[src/rtl/hazard_stall_unit_if.sv]
// Signals exchanged between the pipeline's ID/EX/MEM stages and the hazard stall unit.
// The pipeline side (master) presents stage fields; the hazard unit (slave) returns load enables and flushes.
interface hazard_stall_unit_if;
   logic [4:0] RsAddress_ID;
   logic [4:0] RtAddress_ID;
   logic       UsesRt_ID;
   logic       Branch_ID;
   logic       BranchTaken_ID;
   logic       Jump_ID;
   logic       RegWrite_EX;
   logic       MemRead_EX;
   logic [4:0] RdAddress_EX;
   logic       RegWrite_MEM;
   logic       MemRead_MEM;
   logic [4:0] RdAddress_MEM;
   logic       PCWrite;
   logic       IFIDWrite;
   logic       IDEX_Flush;
   logic       IFID_Flush;

   modport master (
      output RsAddress_ID, RtAddress_ID, UsesRt_ID, Branch_ID, BranchTaken_ID, Jump_ID,
             RegWrite_EX, MemRead_EX, RdAddress_EX, RegWrite_MEM, MemRead_MEM, RdAddress_MEM,
      input  PCWrite, IFIDWrite, IDEX_Flush, IFID_Flush
   );

   modport slave (
      input  RsAddress_ID, RtAddress_ID, UsesRt_ID, Branch_ID, BranchTaken_ID, Jump_ID,
             RegWrite_EX, MemRead_EX, RdAddress_EX, RegWrite_MEM, MemRead_MEM, RdAddress_MEM,
      output PCWrite, IFIDWrite, IDEX_Flush, IFID_Flush
   );
endinterface

[src/rtl/hazard_stall_unit.sv]
// Stalls IF/ID and bubbles ID/EX for load-use and ID-branch operand hazards,
// squashes wrong-path fetch after taken branches/jumps, and counts stalls.
module hazard_stall_unit #(
   parameter int CNT_W = 32
) (
   input  logic               clk,
   input  logic               rst,
   hazard_stall_unit_if.slave hz,
   output logic [CNT_W-1:0]   StallCycles,
   output logic [CNT_W-1:0]   StallEvents
);
   localparam logic [0:0]       ST_RUN  = 1'b0;
   localparam logic [0:0]       ST_HOLD = 1'b1;
   localparam logic [CNT_W-1:0] CNT_MAX = '1;

   logic [0:0]       state_q, state_d;
   logic [1:0]       left_q, left_d;
   logic [CNT_W-1:0] cycles_q, cycles_d;
   logic [CNT_W-1:0] events_q, events_d;

   logic       match_ex, match_mem;
   logic       hz_lu, hz_br_alu, hz_br_ld, hz_br_mem;
   logic [1:0] stall_len;
   logic       in_run, new_event, stall, redirect;

   assign match_ex  = (hz.RdAddress_EX != 5'd0) &&
                      ((hz.RdAddress_EX == hz.RsAddress_ID) ||
                       (hz.UsesRt_ID && (hz.RdAddress_EX == hz.RtAddress_ID)));
   assign match_mem = (hz.RdAddress_MEM != 5'd0) &&
                      ((hz.RdAddress_MEM == hz.RsAddress_ID) ||
                       (hz.UsesRt_ID && (hz.RdAddress_MEM == hz.RtAddress_ID)));

   assign hz_lu     = hz.RegWrite_EX && hz.MemRead_EX && match_ex && !hz.Branch_ID;
   assign hz_br_alu = hz.Branch_ID && hz.RegWrite_EX && !hz.MemRead_EX && match_ex;
   assign hz_br_ld  = hz.Branch_ID && hz.RegWrite_EX && hz.MemRead_EX && match_ex;
   assign hz_br_mem = hz.Branch_ID && hz.RegWrite_MEM && hz.MemRead_MEM && match_mem;

   always_comb begin
      stall_len = 2'd0;
      if (hz_lu || hz_br_alu || hz_br_mem) stall_len = 2'd1;
      if (hz_br_ld)                        stall_len = 2'd2;
   end

   // Reset masks detection so the pipeline free-runs while rst is held.
   assign in_run    = !rst && (state_q == ST_RUN);
   assign new_event = in_run && (stall_len != 2'd0);
   assign stall     = new_event || (!rst && (state_q == ST_HOLD));
   assign redirect  = (hz.Branch_ID && hz.BranchTaken_ID) || hz.Jump_ID;

   assign hz.PCWrite    = !stall;
   assign hz.IFIDWrite  = !stall;
   assign hz.IDEX_Flush = stall;
   assign hz.IFID_Flush = !rst && !stall && redirect;

   always_comb begin
      state_d = state_q;
      left_d  = left_q;
      if (state_q == ST_RUN) begin
         if (stall_len == 2'd2) begin
            state_d = ST_HOLD;
            left_d  = stall_len - 2'd1;
         end
      end else begin
         left_d = left_q - 2'd1;
         if (left_q <= 2'd1) begin
            state_d = ST_RUN;
            left_d  = 2'd0;
         end
      end
   end

   assign cycles_d = (stall && (cycles_q != CNT_MAX)) ? cycles_q + CNT_W'(1) : cycles_q;
   assign events_d = (new_event && (events_q != CNT_MAX)) ? events_q + CNT_W'(1) : events_q;

   always_ff @(posedge clk) begin
      if (rst) begin
         state_q  <= ST_RUN;
         left_q   <= 2'd0;
         cycles_q <= '0;
         events_q <= '0;
      end else begin
         state_q  <= state_d;
         left_q   <= left_d;
         cycles_q <= cycles_d;
         events_q <= events_d;
      end
   end

   assign StallCycles = cycles_q;
   assign StallEvents = events_q;
endmodule

[src/flat_wrapper.sv]
// flat-port wrapper written by rule: the top's interface ports become plain ports
module hazard_stall_unit_flat 
#(
   parameter int CNT_W = 32
)
  (clk, rst, StallCycles, StallEvents, hz_RsAddress_ID, hz_RtAddress_ID, hz_UsesRt_ID, hz_Branch_ID, hz_BranchTaken_ID, hz_Jump_ID, hz_RegWrite_EX, hz_MemRead_EX, hz_RdAddress_EX, hz_RegWrite_MEM, hz_MemRead_MEM, hz_RdAddress_MEM, hz_PCWrite, hz_IFIDWrite, hz_IDEX_Flush, hz_IFID_Flush);
  hazard_stall_unit_if hz_i ();
  input  logic clk;
  input  logic rst;
  output logic [CNT_W-1:0] StallCycles;
  output logic [CNT_W-1:0] StallEvents;
  input wire logic [$bits(hz_i.RsAddress_ID)-1:0] hz_RsAddress_ID;
  input wire logic [$bits(hz_i.RtAddress_ID)-1:0] hz_RtAddress_ID;
  input wire logic [$bits(hz_i.UsesRt_ID)-1:0] hz_UsesRt_ID;
  input wire logic [$bits(hz_i.Branch_ID)-1:0] hz_Branch_ID;
  input wire logic [$bits(hz_i.BranchTaken_ID)-1:0] hz_BranchTaken_ID;
  input wire logic [$bits(hz_i.Jump_ID)-1:0] hz_Jump_ID;
  input wire logic [$bits(hz_i.RegWrite_EX)-1:0] hz_RegWrite_EX;
  input wire logic [$bits(hz_i.MemRead_EX)-1:0] hz_MemRead_EX;
  input wire logic [$bits(hz_i.RdAddress_EX)-1:0] hz_RdAddress_EX;
  input wire logic [$bits(hz_i.RegWrite_MEM)-1:0] hz_RegWrite_MEM;
  input wire logic [$bits(hz_i.MemRead_MEM)-1:0] hz_MemRead_MEM;
  input wire logic [$bits(hz_i.RdAddress_MEM)-1:0] hz_RdAddress_MEM;
  output wire logic [$bits(hz_i.PCWrite)-1:0] hz_PCWrite;
  output wire logic [$bits(hz_i.IFIDWrite)-1:0] hz_IFIDWrite;
  output wire logic [$bits(hz_i.IDEX_Flush)-1:0] hz_IDEX_Flush;
  output wire logic [$bits(hz_i.IFID_Flush)-1:0] hz_IFID_Flush;
  assign hz_i.RsAddress_ID = hz_RsAddress_ID;
  assign hz_i.RtAddress_ID = hz_RtAddress_ID;
  assign hz_i.UsesRt_ID = hz_UsesRt_ID;
  assign hz_i.Branch_ID = hz_Branch_ID;
  assign hz_i.BranchTaken_ID = hz_BranchTaken_ID;
  assign hz_i.Jump_ID = hz_Jump_ID;
  assign hz_i.RegWrite_EX = hz_RegWrite_EX;
  assign hz_i.MemRead_EX = hz_MemRead_EX;
  assign hz_i.RdAddress_EX = hz_RdAddress_EX;
  assign hz_i.RegWrite_MEM = hz_RegWrite_MEM;
  assign hz_i.MemRead_MEM = hz_MemRead_MEM;
  assign hz_i.RdAddress_MEM = hz_RdAddress_MEM;
  assign hz_PCWrite = hz_i.PCWrite;
  assign hz_IFIDWrite = hz_i.IFIDWrite;
  assign hz_IDEX_Flush = hz_i.IDEX_Flush;
  assign hz_IFID_Flush = hz_i.IFID_Flush;
  hazard_stall_unit #(.CNT_W(CNT_W)) u_core (.clk(clk), .rst(rst), .hz(hz_i), .StallCycles(StallCycles), .StallEvents(StallEvents));
endmodule
[config.mk]
export PLATFORM = sky130hd
export DESIGN_NAME = hazard_stall_unit_flat
export DESIGN_NICKNAME = d
export VERILOG_FILES = /design/src/rtl/hazard_stall_unit_if.sv /design/src/rtl/hazard_stall_unit.sv /design/src/flat_wrapper.sv
export SDC_FILE = /design/constraint.sdc
export NUM_CORES = 1
export LEC_CHECK = 0
export CAP_MARGIN = 25
export CORE_AREA = 2 2 116 118
export DETAILED_ROUTE_END_ITERATION = 8
export DIE_AREA = 0 0 118 120
export GPL_TIMING_DRIVEN = 1
export PLACE_DENSITY_LB_ADDON = 0.1
export SLEW_MARGIN = 15
export SYNTH_ARGS = -nofsm -noshare
export SYNTH_HDL_FRONTEND = slang
export SYNTH_SLANG_ARGS = --single-unit
[constraint.sdc]
create_clock -name clk -period 2.5 [get_ports clk]
set_input_delay 0.5 -clock clk [delete_from_list [all_inputs] [get_ports clk]]
set_output_delay 0.5 -clock clk [all_outputs]
set_load 0.1 [all_outputs]
# Word-level counts from Yosys, hierarchy flattened
# Index checks and enable logic that the tools add are counted.
[word_totals]
output_inout_bits = 68
word_cells = 62
register_bits = 67
input_bits = 30
[op_classes]
bitwise_logic = 1
reduce_logical = 37
mux = 8
n_eq_ne = 7
n_addsub = 4
order_cmp = 1
[ops]
columns = ["cell", "n"]
rows = [
  ["$add A32 B1 Y32 const B", 2],
  ["$ne A32 B32 Y1 const B", 2],
  ["$logic_and A1 B1 Y1", 23],
  ["$eq A5 B5 Y1", 4],
  ["$reduce_bool A5 Y1", 2],
  ["$mux W2", 4],
  ["$logic_or A1 B1 Y1", 6],
  ["$logic_not A1 Y1", 4],
  ["$mux W1", 4],
  ["$reduce_bool A2 Y1", 2],
  ["$sub A2 B1 Y2 const B", 2],
  ["$eq A2 B2 Y1 const B", 1],
  ["$le A2 B1 Y1 const B", 1],
  ["$not A1 Y1", 1],
]

# Depth between registers and ports, before layout
# Gate-level depths: netlist of run 1.
[logic_depth]
depth_word = 16
mapped_depth = 9
depth_no_buf = 7

# Worst setup path after synthesis of run 1
# No wires, ideal clock.
[synth_path]
path_type = "input to output"
start = "input port hz_RtAddress_ID[3]"
end = "output port hz_PCWrite"
n_path_buf = 3
cell_stages = 9
path_slack_ps = -2417
arrival_time_ps = 4417
required_ps = 2000
path_cell_list = "xor2_1 > nor4_2 > a32oi_1 > o221a_4 > buf_4 > buf_4 > nor2_1 > inv_1 > buf_4"
[synth_via]
elab_chain_cells = 14
elab_cells_between_ends = 21
classes_between = "eq/ne (2); mux (2); reduce/logical (17)"
[synth_rtl]
columns = ["element", "line_no", "rtl"]
rows = [
  ["start, declared", "flat_wrapper.sv:13", "input wire logic [$bits(hz_i.RtAddress_ID)-1:0] hz_RtAddress_ID;"],
  ["$eq A5 B5 Y1", "hazard_stall_unit.sv:28", "(hz.UsesRt_ID && (hz.RdAddress_EX == hz.RtAddress_ID)));"],
  ["$logic_and A1 B1 Y1", "hazard_stall_unit.sv:28", ""],
  ["$logic_or A1 B1 Y1", "hazard_stall_unit.sv:27", "((hz.RdAddress_EX == hz.RsAddress_ID) ||"],
  ["$logic_and A1 B1 Y1", "hazard_stall_unit.sv:26", "assign match_ex = (hz.RdAddress_EX != 5'd0) &&"],
  ["$logic_and A1 B1 Y1 (2 in series)", "hazard_stall_unit.sv:33", "assign hz_lu = hz.RegWrite_EX && hz.MemRead_EX && match_ex && !hz.Branch_ID;"],
  ["$logic_or A1 B1 Y1 (2 in series)", "hazard_stall_unit.sv:40", "if (hz_lu || hz_br_alu || hz_br_mem) stall_len = 2'd1;"],
  ["$mux W1", "hazard_stall_unit.sv:40", ""],
  ["$mux W2 *", "hazard_stall_unit.sv:41", "if (hz_br_ld) stall_len = 2'd2;"],
  ["$reduce_bool A2 Y1 *", "hazard_stall_unit.sv:46", "assign new_event = in_run && (stall_len != 2'd0);"],
  ["$logic_and A1 B1 Y1 *", "hazard_stall_unit.sv:46", ""],
  ["$logic_or A1 B1 Y1 *", "hazard_stall_unit.sv:47", "assign stall = new_event || (!rst && (state_q == ST_HOLD));"],
  ["net hz_IDEX_Flush", "flat_wrapper.sv:26", "output wire logic [$bits(hz_i.IDEX_Flush)-1:0] hz_IDEX_Flush;"],
  ["$logic_not A1 Y1 *", "-", ""],
  ["end, declared", "flat_wrapper.sv:24", "output wire logic [$bits(hz_i.PCWrite)-1:0] hz_PCWrite;"],
]
# Mark *: on every way through the listed nets, which the timed path passes. The rest lies on a longest branch.

# Worst setup path after layout of run 1
[layout_path]
start = "input port hz_RdAddress_MEM[0]"
end = "output port hz_PCWrite"
[layout_via]
elab_chain_cells = 12
elab_cells_between_ends = 14
classes_between = "eq/ne (2); mux (2); reduce/logical (10)"
[layout_rtl]
columns = ["element", "line_no", "rtl"]
rows = [
  ["start, declared", "flat_wrapper.sv:23", "input wire logic [$bits(hz_i.RdAddress_MEM)-1:0] hz_RdAddress_MEM;"],
  ["$eq A5 B5 Y1", "hazard_stall_unit.sv:31", "(hz.UsesRt_ID && (hz.RdAddress_MEM == hz.RtAddress_ID)));"],
  ["$logic_and A1 B1 Y1", "hazard_stall_unit.sv:31", ""],
  ["$logic_or A1 B1 Y1", "hazard_stall_unit.sv:30", "((hz.RdAddress_MEM == hz.RsAddress_ID) ||"],
  ["$logic_and A1 B1 Y1 *", "hazard_stall_unit.sv:29", "assign match_mem = (hz.RdAddress_MEM != 5'd0) &&"],
  ["$logic_and A1 B1 Y1 *", "hazard_stall_unit.sv:36", "assign hz_br_mem = hz.Branch_ID && hz.RegWrite_MEM && hz.MemRead_MEM && match_mem;"],
  ["$logic_or A1 B1 Y1 *", "hazard_stall_unit.sv:40", ""],
  ["$mux W1 *", "hazard_stall_unit.sv:40", ""],
  ["$mux W2 *", "hazard_stall_unit.sv:41", ""],
  ["$reduce_bool A2 Y1 *", "hazard_stall_unit.sv:46", ""],
  ["$logic_and A1 B1 Y1 *", "hazard_stall_unit.sv:46", ""],
  ["$logic_or A1 B1 Y1 *", "hazard_stall_unit.sv:47", ""],
  ["$logic_not A1 Y1 *", "hazard_stall_unit.sv:50", "assign hz.PCWrite = !stall;"],
]
# Mark *: on every way between the ends. The rest lies on a longest branch, timed or not.

==> flow_metrics.env, run 1 <==
export IMPL_seqPwrFrac=0.415
export IMPL_detail_route_iter0_violations=291
export IMPL_die_w_um=118
export IMPL_finalClockSkew_ns=0.00654
export IMPL_power_frac_comb=0.101
export IMPL_overflow=0
export IMPL_reg2reg_to="u_core.StallEvents[17]"
export IMPL_placedCellCount=744
export IMPL_yosysUniqueCellTypes=44
export IMPL_syn_area_mm2=0.00390
export IMPL_peakVddDrop_v=0.000301
export IMPL_routed_wirelength_mm=11.9
export IMPL_finish_utilization=0.436
export IMPL_intPower_w=0.00196
export IMPL_syn_inst=465
export IMPL_areaGrowthSynthToFinish_pct=45.3
export IMPL_dr_pass1_iters=4
export IMPL_core_area_mm2=0.0130
export IMPL_synth_edf_count=0
export IMPL_p_switching_w=0.000608
export IMPL_whs_ns=0.476
export IMPL_cellLeakagePower_nw=2.08
export IMPL_clkPwrFrac=0.483
export IMPL_finalCritPeriodShare=1.00
export IMPL_p_per_area_mw_per_mm2=454
export IMPL_die_height_um=120
export IMPL_ys_top_cells_by_area="dfxtp_1 34%, or4_1 7.1%, o31ai_1 6.7%"
export IMPL_fin_ws_ns=-0.00194
export IMPL_arrival_ns=2.00
export IMPL_rsz0062_at_grt="yes"
export IMPL_setup_viol=2
export IMPL_nNetsFinal=618
export IMPL_path_class="in2out"
export IMPL_endpoint_kind="output port"
export IMPL_globalRouteTotalUtil=0.169
export IMPL_drc=0
export IMPL_max_slew_worst_pin_slew_ns=0.719
export IMPL_drive_gt1_frac=0.409
export IMPL_postRouteAntennaNets=0
export IMPL_drt_wirelength_per_cell_um=15.5
export IMPL_fmax_mhz=400
export IMPL_h_tree_depth=3
export IMPL_hp_class="reg2reg"
export IMPL_slew_headroom=0.520
export IMPL_cap_violations=0
export IMPL_synthTopCellsByCount="67 x dfxtp_1, 45 x a21oi_1, 37 x or4_1, 35 x o31ai_1, 33 x nand2_1"
export IMPL_ys_seq_elements=67
export IMPL_regToRegSetupSlack_ns=0.24
export IMPL_synth_top_area_cell="dfxtp_1"
export IMPL_startpoint="hz_RdAddress_MEM[0]"
export IMPL_yosysWarningCount=0
export IMPL_cts_path_max_buffers=2
export IMPL_die_area_mm2=0.0142
export IMPL_synth_main_ff_cell="dfxtp_1"
export IMPL_r2r_start="u_core.StallEvents[0]"
export IMPL_start_util=0.300
export IMPL_cts_sinks=67
export IMPL_place_gp_congestion=0.860
export IMPL_finalMaxSlewViolations=0
export IMPL_grt_max_degree=68
export IMPL_critPathRequiredTime_ns=2.00
export IMPL_grt_pass1_wl_mm=19.5
export IMPL_path_max_fanout=3
export IMPL_yosysMostFrequentCell="dfxtp_1"
export IMPL_avgSynthCellArea_um2=8.38
export IMPL_cts_tree="done"
export IMPL_instances_no_fill=767
export IMPL_grt_pass1_vias=3874
export IMPL_final_hold_viol_count=0
export IMPL_diodes=0
export IMPL_n_fill_cell=1290
export IMPL_start_kind="primary input"
export IMPL_ys_seq_area_frac=0.344
export IMPL_hpwl_mm=8.37
export IMPL_top_level_ports=98
export IMPL_syn_nets=497
export IMPL_worstSetupEndpoint="hz_PCWrite"
export IMPL_async_flop_share=0
export IMPL_sw_frac_of_total=0.236
export IMPL_violations="negative setup slack"
export IMPL_netlist_area_leader_share=0.344
export IMPL_status="complete, but fails checks"
export IMPL_vias_per_cell=5.39
export IMPL_vias=4135
export IMPL_period_needed_ns=2.50
export IMPL_cts_root_buf="clkbuf_16"
export IMPL_antenna_found_initial=0
export IMPL_worstRegToRegCells=9
export IMPL_clock_latency_ns=0.33
export IMPL_num_rows=42
export IMPL_cts_buffers=9
export IMPL_path_clk_slew_ns=0.05
export IMPL_port_buffers=97
power groups by stage:
stage | combinational, W | sequential [W] | clock (W)
2_1_floorplan | 0.000114 | 0.00110 | 0
3_3_place_gp | 0.000237 | 0.00109 | 0
3_5_place_dp | 0.000237 | 0.00109 | 0
4_1_cts | 0.000251 | 0.00107 | 0.00129
5_1_grt | 0.000279 | 0.00107 | 0.00134
6_report | 0.000260 | 0.00107 | 0.00124
placed cells by master, fill, tap and decap left out, types with 9 or more instances in the layout:
master     instances
buf_4            106
dfxtp_2           45
a21oi_1           43
o31ai_1           35
nand2_1           33
or4_1             33
nand3_1           27
nor2_1            21
dfxtp_1           20
nand4_1           19
xor2_1            15
and3_1            13
or2_2             11
o41ai_1           11
o311ai_0          10
nor2b_1            9
mux2_2             9
clkbuf_16          9
critical path: stages:
cell and delay (ns):
buf_8 0.11, or4_4 0.52, o2111ai_2 0.19, buf_4 0.16, o221a_4 0.20, nor2_4 0.05, inv_2 0.10, buf_12 0.18
repair_timing:
| item | in CTS | in global routing |
|---|---|---|
| pin swaps | 18 | 18 |
| gates resized for setup | 72 | 27 |
| endpoints found under the hold margin | 0 | 0 |
| hold buffers | 0 | 0 |
| endpoints found under the setup margin | 55 | 21 |
| buffers inserted | 4 | 3 |
| gates cloned | 0 | 0 |
cells by family (layout without fill, tap and decap cells):
group,count (synthesis),count (layout),share of synthesized area
XOR/XNOR,20,20,0.0449
flip-flops,67,67,0.344
AND/OR/NAND/NOR,203,203,0.308
multiplexers,10,10,0.0286
adder cells (fa/ha/maj),2,2,0.00642
AO/OA/AOI/OAI,122,122,0.214
buffers and inverters,41,167,0.0542
routing by layer:
metal	share of wire	up-vias	track usage
met3	0.042	14	0.0509
met2	0.50	88	0.281
met4	0.015	0	0.0580
met1	0.44	1975	0.208
li1	-	2058	-
met5	0	-	0
registers in the layout, summed over array words and instances, names as in the netlist:
register,cells
u_core.StallCycles,32
u_core.left_q,2
u_core.state_q,1
u_core.StallEvents,32
per-stage QoR:
step           total power [W]  worst slack (ns)  setup TNS, ns  cell area (um2)
5_1_grt                0.00269           -0.0674         -0.193             5660
3_5_place_dp           0.00133            -0.598         -28.86             5210
3_3_place_gp           0.00133            -0.565         -27.66             5210
6_report               0.00257          -0.00194       -0.00343             5660
4_1_cts                0.00261           -0.0754         -0.182             5600
2_1_floorplan          0.00121             -1.14          -2.36             3990
layout make-up:
cell class | count | area (um2) | area share
Tap cell | 176 | 220 | 0.0389
Clock buffer | 15 | 288 | 0.0508
Inverter | 5 | 18.8 | 0.00331
Sequential cell | 67 | 1410 | 0.248
Multi-Input combinational cell | 357 | 2480 | 0.437
Timing Repair Buffer | 146 | 1250 | 0.221
Clock inverter | 1 | 5.00 | 0.000884
worst min-delay path by stage:
stage / startpoint / to / slack, ns / cells past startpoint
5_1_grt: u_core.left_q[1] / u_core.left_q[1] / 0.49 / 1
6_report: u_core.left_q[1] / u_core.left_q[1] / 0.48 / 1
3_5_place_dp: u_core.left_q[1] / u_core.left_q[1] / 0.47 / 1
4_1_cts: u_core.left_q[1] / u_core.left_q[1] / 0.47 / 1
3_3_place_gp: u_core.left_q[1] / u_core.left_q[1] / 0.45 / 1
2_1_floorplan: u_core.left_q[1] / u_core.left_q[1] / 0.44 / 1
Note: power is estimated with default switching activity, not from simulation.
==> run 2, diff against run 1 <==
--- a/config.mk
+++ b/config.mk
@@ -11,6 +11,7 @@
 export DIE_AREA = 0 0 118 120
 export GPL_TIMING_DRIVEN = 1
 export PLACE_DENSITY_LB_ADDON = 0.1
+export SKIP_CTS_REPAIR_TIMING = 1
 export SLEW_MARGIN = 15
 export SYNTH_ARGS = -nofsm -noshare
 export SYNTH_HDL_FRONTEND = slang
==> flow_metrics.env, run 2 (same netlist as run 1, synthesis figures left out) <==
export IMPL_status="complete, but fails checks"
export IMPL_violations="negative setup slack"
export IMPL_slew_headroom=0.512
export IMPL_start_util=0.300
export IMPL_fmax_mhz=383
export IMPL_vias=4114
export IMPL_arrival_ns=2.11
export IMPL_globalRouteTotalUtil=0.165
export IMPL_routed_wirelength_mm=11.9
export IMPL_layout_commonest_cell="buf_4"
export IMPL_slowest_stage="o221a_4"
export IMPL_dr_pass1_iters=4
export IMPL_hold_path_startpoint="u_core.left_q[1]"
export IMPL_tns_ns=-0.271
export IMPL_cts_root_buf="clkbuf_16"
export IMPL_finalClockSkew_ns=0.00613
export IMPL_num_rows=42
export IMPL_nNetsFinal=614
export IMPL_antenna_found_initial=0
export IMPL_cts_buffers=9
export IMPL_max_slew_worst_pin_slew_ns=0.732
export IMPL_diodes=0
export IMPL_h_tree_depth=3
export IMPL_cts_sinks=67
export IMPL_holdPathStages=1
export IMPL_crit_chain="dlymetal6s2s_1 -> xor2_1 -> nor4_2 -> a32oi_2 -> o221a_4 -> nor2_4 -> buf_6 -> buf_12"
export IMPL_port_buffers=97
export IMPL_grt_met1_usage=0.205
export IMPL_worstRegToRegCells=9
export IMPL_cp_num_buf_inv=3
export IMPL_place_gp_congestion=0.860
export IMPL_overflow=0
export IMPL_period_needed_ns=2.61
export IMPL_met3_usage=0.0499
export IMPL_final_hold_viol_count=0
export IMPL_seqCellArea_mm2=0.00141
export IMPL_finalMaxSlewViolations=0
export IMPL_design_area_mm2=0.00565
export IMPL_drive_gt1_frac=0.387
export IMPL_regToRegSetupSlack_ns=0.23
export IMPL_grt_pass1_wl_mm=19.1
export IMPL_die_height_um=120
export IMPL_path_class="in2out"
export IMPL_grt_pass1_vias=3807
export IMPL_hp_class="reg2reg"
export IMPL_core_area_mm2=0.0130
export IMPL_cap_violations=0
export IMPL_path_max_fanout=2
export IMPL_start_kind="primary input"
export IMPL_r2r_start="u_core.StallEvents[0]"
export IMPL_finish_utilization=0.436
export IMPL_p_per_area_mw_per_mm2=455
export IMPL_use_met2=0.274
export IMPL_detail_route_iter0_violations=275
export IMPL_n_fill_cell=1281
export IMPL_hpwl_mm=8.37
export IMPL_pre_cts_ws_ns=-0.598
export IMPL_gr_max_usage_layer="met2"
export IMPL_drt_wirelength_per_cell_um=15.6
export IMPL_drc=0
export IMPL_die_w_um=118
export IMPL_cts_tree="done"
export IMPL_grt_max_degree=68
export IMPL_rsz0062_at_grt="yes"
export IMPL_die_area_mm2=0.0142
export IMPL_critPathTopFamily="compound AO/OA/AOI/OAI gates"
export IMPL_multi_input_area_mm2=0.00246
export IMPL_clock_latency_ns=0.33
export IMPL_areaGrowthSynthToFinish_pct=45.0
export IMPL_cellLeakagePower_nw=2.16
export IMPL_finalCritPeriodShare=1.04
export IMPL_path_clk_slew_ns=0.05
export IMPL_vias_per_cell=5.39
export IMPL_holdPathEnd="u_core.left_q[1]"
export IMPL_final_cell_mix="102 x buf_4, 45 x dfxtp_2, 44 x a21oi_1"
export IMPL_peakVddDrop_v=0.000303
export IMPL_cpPeakStageDelay_ns=0.33
export IMPL_post_dp_cell_area_mm2=0.00521
export IMPL_startpoint="hz_RtAddress_ID[1]"
export IMPL_critPathRequiredTime_ns=2.00
export IMPL_cts_path_max_buffers=2
export IMPL_endpoint_kind="output port"
export IMPL_setup_viol=3
export IMPL_reg2reg_to="u_core.StallEvents[17]"
export IMPL_top_level_ports=98
export IMPL_postRouteAntennaNets=0
export IMPL_fin_ws_ns=-0.110
-- run 2: cell types whose count changed in the layout (fill, tap and decap cells not counted), moves of 3 or more --
cell and delta:
buf_8 -3, buf_4 -4, o311ai_0 -4, o311ai_1 +4, dlymetal6s2s_1 +14, dlygate4sd2_1 -6
-- run 2: cell type report --
cell class / count / share of cell area
multi-input combinational: 357 / 0.436
clock buffer: 15 / 0.0509
sequential: 67 / 0.249
inverter: 5 / 0.00332
clock inverter: 1 / 0.000885
tap: 176 / 0.0390
timing repair buffer: 142 / 0.222
-- run 2: metal layers --
layer	wire (um)	up-vias
met3	553	18
met4	218	0
met2	5930	95
met5	0	-
li1	-	2048
met1	5220	1953
-- run 2: metrics by stage --
| step | power, W | hold WS (ns) | std cells |
|---|---|---|---|
| 4_1_cts | 0.00259 | 0.474 | 760 |
| 2_1_floorplan | 0.00121 | 0.437 | 465 |
| 5_1_grt | 0.00269 | 0.486 | 763 |
| 3_5_place_dp | 0.00133 | 0.466 | 744 |
| 3_3_place_gp | 0.00133 | 0.445 | 744 |
| 6_report | 0.00257 | 0.476 | 763 |
-- run 2: how the worst max path moves through the flow --
stage / endpoint / slack, ns / cells past startpoint
after global placement: hz_IFIDWrite / -0.56 / 8
after floorplan: hz_PCWrite / -1.14 / 9
after global routing: hz_IDEX_Flush / -0.17 / 8
after CTS: hz_PCWrite / -0.59 / 8
after detailed placement: hz_PCWrite / -0.60 / 8
final: hz_IDEX_Flush / -0.11 / 8
-- run 2: where the power goes --
group | internal [W] | switching (W)
sequential | 0.00107 | 0.00000171
combinational | 0.000114 | 0.000141
clock | 0.000779 | 0.000466
